## config.mk

```make
export PLATFORM = sky130hd
export DESIGN_NAME = imem_sram_arbiter
export DESIGN_NICKNAME = d
export VERILOG_FILES = /design/src/rtl/imem_arb_pkg.sv /design/src/rtl/imem_sram_arbiter_rr_arb2.sv /design/src/rtl/imem_sram_arbiter.sv
export SDC_FILE = /design/constraint.sdc
export NUM_CORES = 1
export LEC_CHECK = 0
export ABC_CLOCK_PERIOD_IN_PS = 1600
export BUFFER_PORTS_ARGS = -buffer_cell sky130_fd_sc_hd__buf_2
export CORE_AREA = 2 2 479 481
export DETAILED_ROUTE_END_ITERATION = 10
export DIE_AREA = 0 0 481 483
export PLACE_DENSITY = 0.3
export SLEW_MARGIN = 0
export SYNTH_ARGS = -nofsm -noshare
export SYNTH_HDL_FRONTEND = slang
export SYNTH_SLANG_ARGS = --single-unit
```

## constraint.sdc

```tcl
create_clock -name clock -period 1.6 [get_ports clock]
set_input_delay 0.32 -clock clock [delete_from_list [all_inputs] [get_ports clock]]
set_output_delay 0.32 -clock clock [all_outputs]
set_load 0.03 [all_outputs]
```

## src/rtl/imem_arb_pkg.sv

```systemverilog
// Shared widths, port identifiers and the return-tag record for the iMem SRAM arbiter.
// Pure declarations: no latency and no flow control of its own.
package imem_arb_pkg;

    localparam int ADDR_W         = 8;
    localparam int INSTR_W        = 48;
    localparam int INSTR_PER_LINE = 5;
    localparam int LINE_W         = INSTR_W * INSTR_PER_LINE;

    typedef enum logic {
        PORT_RD1 = 1'b0,
        PORT_RD2 = 1'b1
    } port_id_t;

    typedef struct packed {
        logic     valid;
        port_id_t port_id;
    } rd_tag_t;

endpackage

```

## src/rtl/imem_sram_arbiter_rr_arb2.sv

```systemverilog
// Two-way round-robin arbiter: one-hot grant, pointer moves past the winner on advance.
// Grant is combinational (0 cycles); the caller masks it and pulses advance when it is used.
module rr_arb2 (
    input  logic       clock,
    input  logic       reset,
    input  logic [1:0] req,
    input  logic       advance,
    output logic [1:0] gnt
);
    import imem_arb_pkg::*;

    port_id_t ptr_q;

    // The pointer only matters on a tie; a lone requester always wins.
    always_comb begin
        gnt = req;
        if (req == 2'b11) begin
            gnt = (ptr_q == PORT_RD1) ? 2'b01 : 2'b10;
        end
    end

    always_ff @(posedge clock) begin
        if (reset) begin
            ptr_q <= PORT_RD1;
        end else if (advance && gnt[0]) begin
            ptr_q <= PORT_RD2;
        end else if (advance && gnt[1]) begin
            ptr_q <= PORT_RD1;
        end
    end

endmodule

```

## src/rtl/imem_sram_arbiter.sv

```systemverilog
// Shares one single-port instruction SRAM between the line loader and two fetch read ports.
// Grant same cycle, read data SRAM_RD_LAT+1 cycles after grant; requesters hold req until gnt.
module imem_sram_arbiter #(
    parameter int ADDR_W       = imem_arb_pkg::ADDR_W,
    parameter int LINE_W       = imem_arb_pkg::LINE_W,
    parameter int SRAM_RD_LAT  = 1,
    parameter int MAX_WR_BURST = 4
) (
    input  logic              clock,
    input  logic              reset,
    input  logic              wr_req,
    input  logic [ADDR_W-1:0] wr_addr,
    input  logic [LINE_W-1:0] wr_data,
    output logic              wr_gnt,
    input  logic              rd1_req,
    input  logic [ADDR_W-1:0] rd1_addr,
    output logic              rd1_gnt,
    output logic              rd1_valid,
    output logic [LINE_W-1:0] rd1_data,
    input  logic              rd2_req,
    input  logic [ADDR_W-1:0] rd2_addr,
    output logic              rd2_gnt,
    output logic              rd2_valid,
    output logic [LINE_W-1:0] rd2_data,
    output logic              sram_ce,
    output logic              sram_we,
    output logic [ADDR_W-1:0] sram_addr,
    output logic [LINE_W-1:0] sram_wdata,
    input  logic [LINE_W-1:0] sram_rdata
);
    import imem_arb_pkg::*;

    localparam int CNT_W = $clog2(MAX_WR_BURST + 1);

    logic [CNT_W-1:0] wr_burst_cnt;
    logic             rd_pend;
    logic             burst_hit;
    logic             rd_slot;
    logic             rd_any;
    logic [1:0]       arb_gnt;
    port_id_t         rd_port;
    rd_tag_t          tag_q [SRAM_RD_LAT];
    rd_tag_t          exit_tag;

    assign rd_pend   = rd1_req | rd2_req;
    assign burst_hit = rd_pend && (wr_burst_cnt == CNT_W'(MAX_WR_BURST));

    // Writes win unless the loader has starved a pending read for a full burst.
    assign wr_gnt  = !reset && wr_req && !burst_hit;
    assign rd_slot = !reset && rd_pend && (!wr_req || burst_hit);

    rr_arb2 u_rr_arb2 (
        .clock   (clock),
        .reset   (reset),
        .req     ({rd2_req, rd1_req}),
        .advance (rd_slot),
        .gnt     (arb_gnt)
    );

    assign rd1_gnt = rd_slot && arb_gnt[0];
    assign rd2_gnt = rd_slot && arb_gnt[1];
    assign rd_any  = rd1_gnt | rd2_gnt;
    assign rd_port = rd2_gnt ? PORT_RD2 : PORT_RD1;

    always_comb begin
        sram_ce    = wr_gnt | rd_any;
        sram_we    = wr_gnt;
        sram_addr  = '0;
        sram_wdata = '0;
        if (wr_gnt) begin
            sram_addr  = wr_addr;
            sram_wdata = wr_data;
        end else if (rd1_gnt) begin
            sram_addr = rd1_addr;
        end else if (rd2_gnt) begin
            sram_addr = rd2_addr;
        end
    end

    always_ff @(posedge clock) begin
        if (reset) begin
            wr_burst_cnt <= '0;
        end else if (rd_any || !rd_pend) begin
            wr_burst_cnt <= '0;
        end else if (wr_gnt && (wr_burst_cnt != CNT_W'(MAX_WR_BURST))) begin
            wr_burst_cnt <= wr_burst_cnt + CNT_W'(1);
        end
    end

    // The tag rides alongside the SRAM access so it exits exactly when rdata is valid.
    always_ff @(posedge clock) begin
        if (reset) begin
            for (int i = 0; i < SRAM_RD_LAT; i++) begin
                tag_q[i] <= '0;
            end
        end else begin
            tag_q[0] <= rd_tag_t'{valid: rd_any, port_id: rd_port};
            for (int i = 1; i < SRAM_RD_LAT; i++) begin
                tag_q[i] <= tag_q[i-1];
            end
        end
    end

    assign exit_tag = tag_q[SRAM_RD_LAT-1];

    always_ff @(posedge clock) begin
        if (reset) begin
            rd1_valid <= 1'b0;
            rd2_valid <= 1'b0;
            rd1_data  <= '0;
            rd2_data  <= '0;
        end else begin
            rd1_valid <= exit_tag.valid && (exit_tag.port_id == PORT_RD1);
            rd2_valid <= exit_tag.valid && (exit_tag.port_id == PORT_RD2);
            if (exit_tag.valid && (exit_tag.port_id == PORT_RD1)) begin
                rd1_data <= sram_rdata;
            end
            if (exit_tag.valid && (exit_tag.port_id == PORT_RD2)) begin
                rd2_data <= sram_rdata;
            end
        end
    end

endmodule

```

==> out/qor.yml <==
grt:
  antenna_found_initial: 104
  grt_max_degree: 125
  use_met1: 0.1275
  grt_pass1_vias: 22920
  grt_pass1_wl_mm: 189.0
  use_met3: 0.02999
  grtUsageMet2: 0.2177
  grt_usage: 0.1164
  gr-total-overflow: 0
  grt_busiest_layer: "met2"
die:
  fp-row-count: 175
  die_area_sq_mm: 0.2323
  core_sq_mm: 0.2268
  pin_count: 1244
  fp.dieW_um: 481
  fp.dieH_um: 483
  start_util: 0.08155
detailed_routing:
  drcViolationCount: 0
  ant_nets: 0
  drtIter0Drc: 981
  wl_per_cell_um: 20.17
  via_count: 22660
  wl_mm: 141.4
  dr.pass1.iters: 6
  via_per_inst: 3.232
clock_network:
  cts.path.max_buffers: 3
  cts_max_level: 3
  cts_sinks: 488
  cts-root-buf: "clkbuf_16"
  cts_tree: "done"
  clk_latency_ns: 0.69
  cts_hold_buf: 241
  cts_buffers: 67
  clk_pin_slew_ns: 0.06
sta:
  setup_viol: 265
  hold_viol: 0
  finalSetupTns_ns: -239.25
  slew_violations: 0
  fmax_ghz: 0.3796
  clock_skew_ns: 0.04181
  rsz0062_at_grt: "yes"
  period_needed_ns: 2.635
  layout_setup_ws_ns: -1.035
  tightestPinTransition_ns: 0.9197
  period_share: 1.647
  slew_headroom: 0.3868
yosys:
  synth-main-ff-cell: "dfxtp_1"
  ys_top_cells_by_area: "dfxtp_1 53%, nand2_1 20%, a21oi_1 13%"
  ys_seq_elements: 488
  synth_top_cell_area_share: 0.5281
  yosys_warnings: 0
  yosysTopAreaCell: "dfxtp_1"
  syn_avg_cell_area_sq_um: 7.679
  synth.distinct_cells: 25
  synth_fp_nets: 2920
  yosysMostFrequentCell: "nand2_1"
  synth_cells: 2409
  synthArstFlopShare: 0
  syn-cell-area_sq_mm: 0.01850
  yosysSeqAreaShare: 0.5281
  synth_edf_count: 0
  synth_common_cells: "962 x nand2_1, 488 x dfxtp_1, 481 x a21oi_1, 241 x and2_1, 111 x buf_2"
run:
  drv_cap: 0
status:
  violations: "setup timing"
  status: "complete, but fails checks"
critical_path:
  slowest_delay_ns: 0.32
  ff2ff_path_depth: 5
  crit_type: "reg2out"
  critPathTopFamily: "buffers and inverters"
  cp.arrival_ns: 2.31
  crit_path_end_kind: "primary output"
  cp_max_fo: 35
  start_kind: "flop"
  critPathSlowestCell: "dfxtp_2"
  cp.required_ns: 1.28
  worst-path-buf-inv: 4
  path_depth: 8
  path_cells: "inv_2 > ha_4 > nand2_4 > o211a_4 > buf_12 > buf_16 > and2_2 > buf_2"
  r2r-start: "tag_q[0][1]$_SDFF_PP0_"
  cp-startpoint: "wr_burst_cnt[1]$_SDFFE_PP0P_"
worst_hold_path:
  hp-class: "in2reg"
  holdCritStartpoint: "reset"
  hold_path_depth: 3
placed_design:
  dp_hpwl_mm: 115.1
  gp_congestion: 0.8250
  portBuffers: 1243
  dp_slack_ns: -0.3872
power_and_ir_drop:
  p_leak_nw: 15.40
  p_total_w: 0.03339
  ir_worst_vdd_v: 0.0005541
  power.density_mw_per_mm2: 944.3
finish:
  area_delta_synth_final_pct: 91.15
  nFillCells: 26290
  post_route_cells_drive_above_1_share: 0.4398
  nNetsFinal: 4436
==> layout by cell type (no fill, tap or decap), types with 2 or more instances in the layout <==
master / n
a21oi_1: 481
a221o_2: 8
and2_1: 21
and2_2: 96
and2_4: 124
and3_1: 2
buf_12: 47
buf_16: 4
buf_2: 1076
buf_4: 200
buf_6: 55
bufinv_16: 2
clkbuf_1: 14
clkbuf_16: 71
clkbuf_4: 12
clkbuf_8: 17
clkinv_2: 10
clkinv_4: 2
clkinv_8: 4
clkinvlp_4: 2
dfxtp_1: 486
dfxtp_2: 2
diode_2: 25
dlygate4sd3_1: 241
inv_2: 2
nand2_1: 960
nand2_4: 2
nor2_1: 6
nor3_1: 3
nor4b_1: 8
==> sequential cells by signal, summed over array words and instances (netlist names) <==
name	cells
tag_q	2
u_rr_arb2.ptr_q	1
rd2_data	240
rd1_data	240
rd1_valid	1
wr_burst_cnt	3
rd2_valid	1
==> layout make-up <==
cell class                 count  area (sq um)  share of cell area
multi-input combinational   1725          8344              0.2360
antenna                       25         62.56            0.001769
sequential                   488          9772              0.2763
clock buffer                  99          1988             0.05622
tap                         3009          3765              0.1065
timing repair buffer        1639         11150              0.3153
inverter                       4         22.52           0.0006369
clock inverter                22         257.7            0.007289
==> power by group <==
part / internal [W] / switching, W / total [W]
combinational: 0.00213 / 0.00319 / 0.00532
sequential: 0.0125 / 0.000156 / 0.0126
clock: 0.00902 / 0.00643 / 0.0154
==> worst paths after layout <==
path / endpoint / slack [ns]
setup / recovery: sram_wdata[209] / -1.03
hold / removal: u_rr_arb2.ptr_q$_SDFFE_PP0P_ / 0.02
hold reg to reg: rd2_data[88]$_SDFFE_PP0P_ / 0.45
setup reg to reg: rd1_data[131]$_SDFFE_PP0P_ / -0.01
==> cells by family after synthesis <==
group | after synthesis | share of synthesized area
adders and majority gates | 2 | 0.001353
muxes | 1 | 0.0006087
AOI/OAI and AO/OA | 493 | 0.1364
and+or+nand+nor | 1229 | 0.2856
buffers and inverters | 196 | 0.04789
DFF | 488 | 0.5281
==> stage by stage <==
step	hold slack (ns)	instances	area, sq um	util
floorplan	0.4560	2409	18970	-
global placement	0.4380	6615	29850	0.1316
detailed placement	0.4432	6615	29850	0.1316
CTS	-0.07916	6981	34890	0.1538
global route	-0.04460	6998	35330	0.1557
finish	0.01517	7011	35360	0.1559
==> worst min-delay path, cell delays in order <==
cell	delay, ns
buf_8	0.09
or3_4	0.15
a21oi_1	0.06
==> repair_timing <==
item,4_1_cts,5_1_grt
gates resized for setup,114,166
pin swaps,1,2
setup buffers,2,2
hold endpoints to repair,482,1
endpoints found under the setup margin,754,888
cloned,2,3
==> layer usage <==
metal / share of wire / vias to the layer above
li1: - / 10760
met1: 0.39 / 10620
met2: 0.52 / 983
met3: 0.066 / 277
met4: 0.029 / 18
met5: 0.00085 / -
Note: power is estimated with default switching activity, not from simulation.
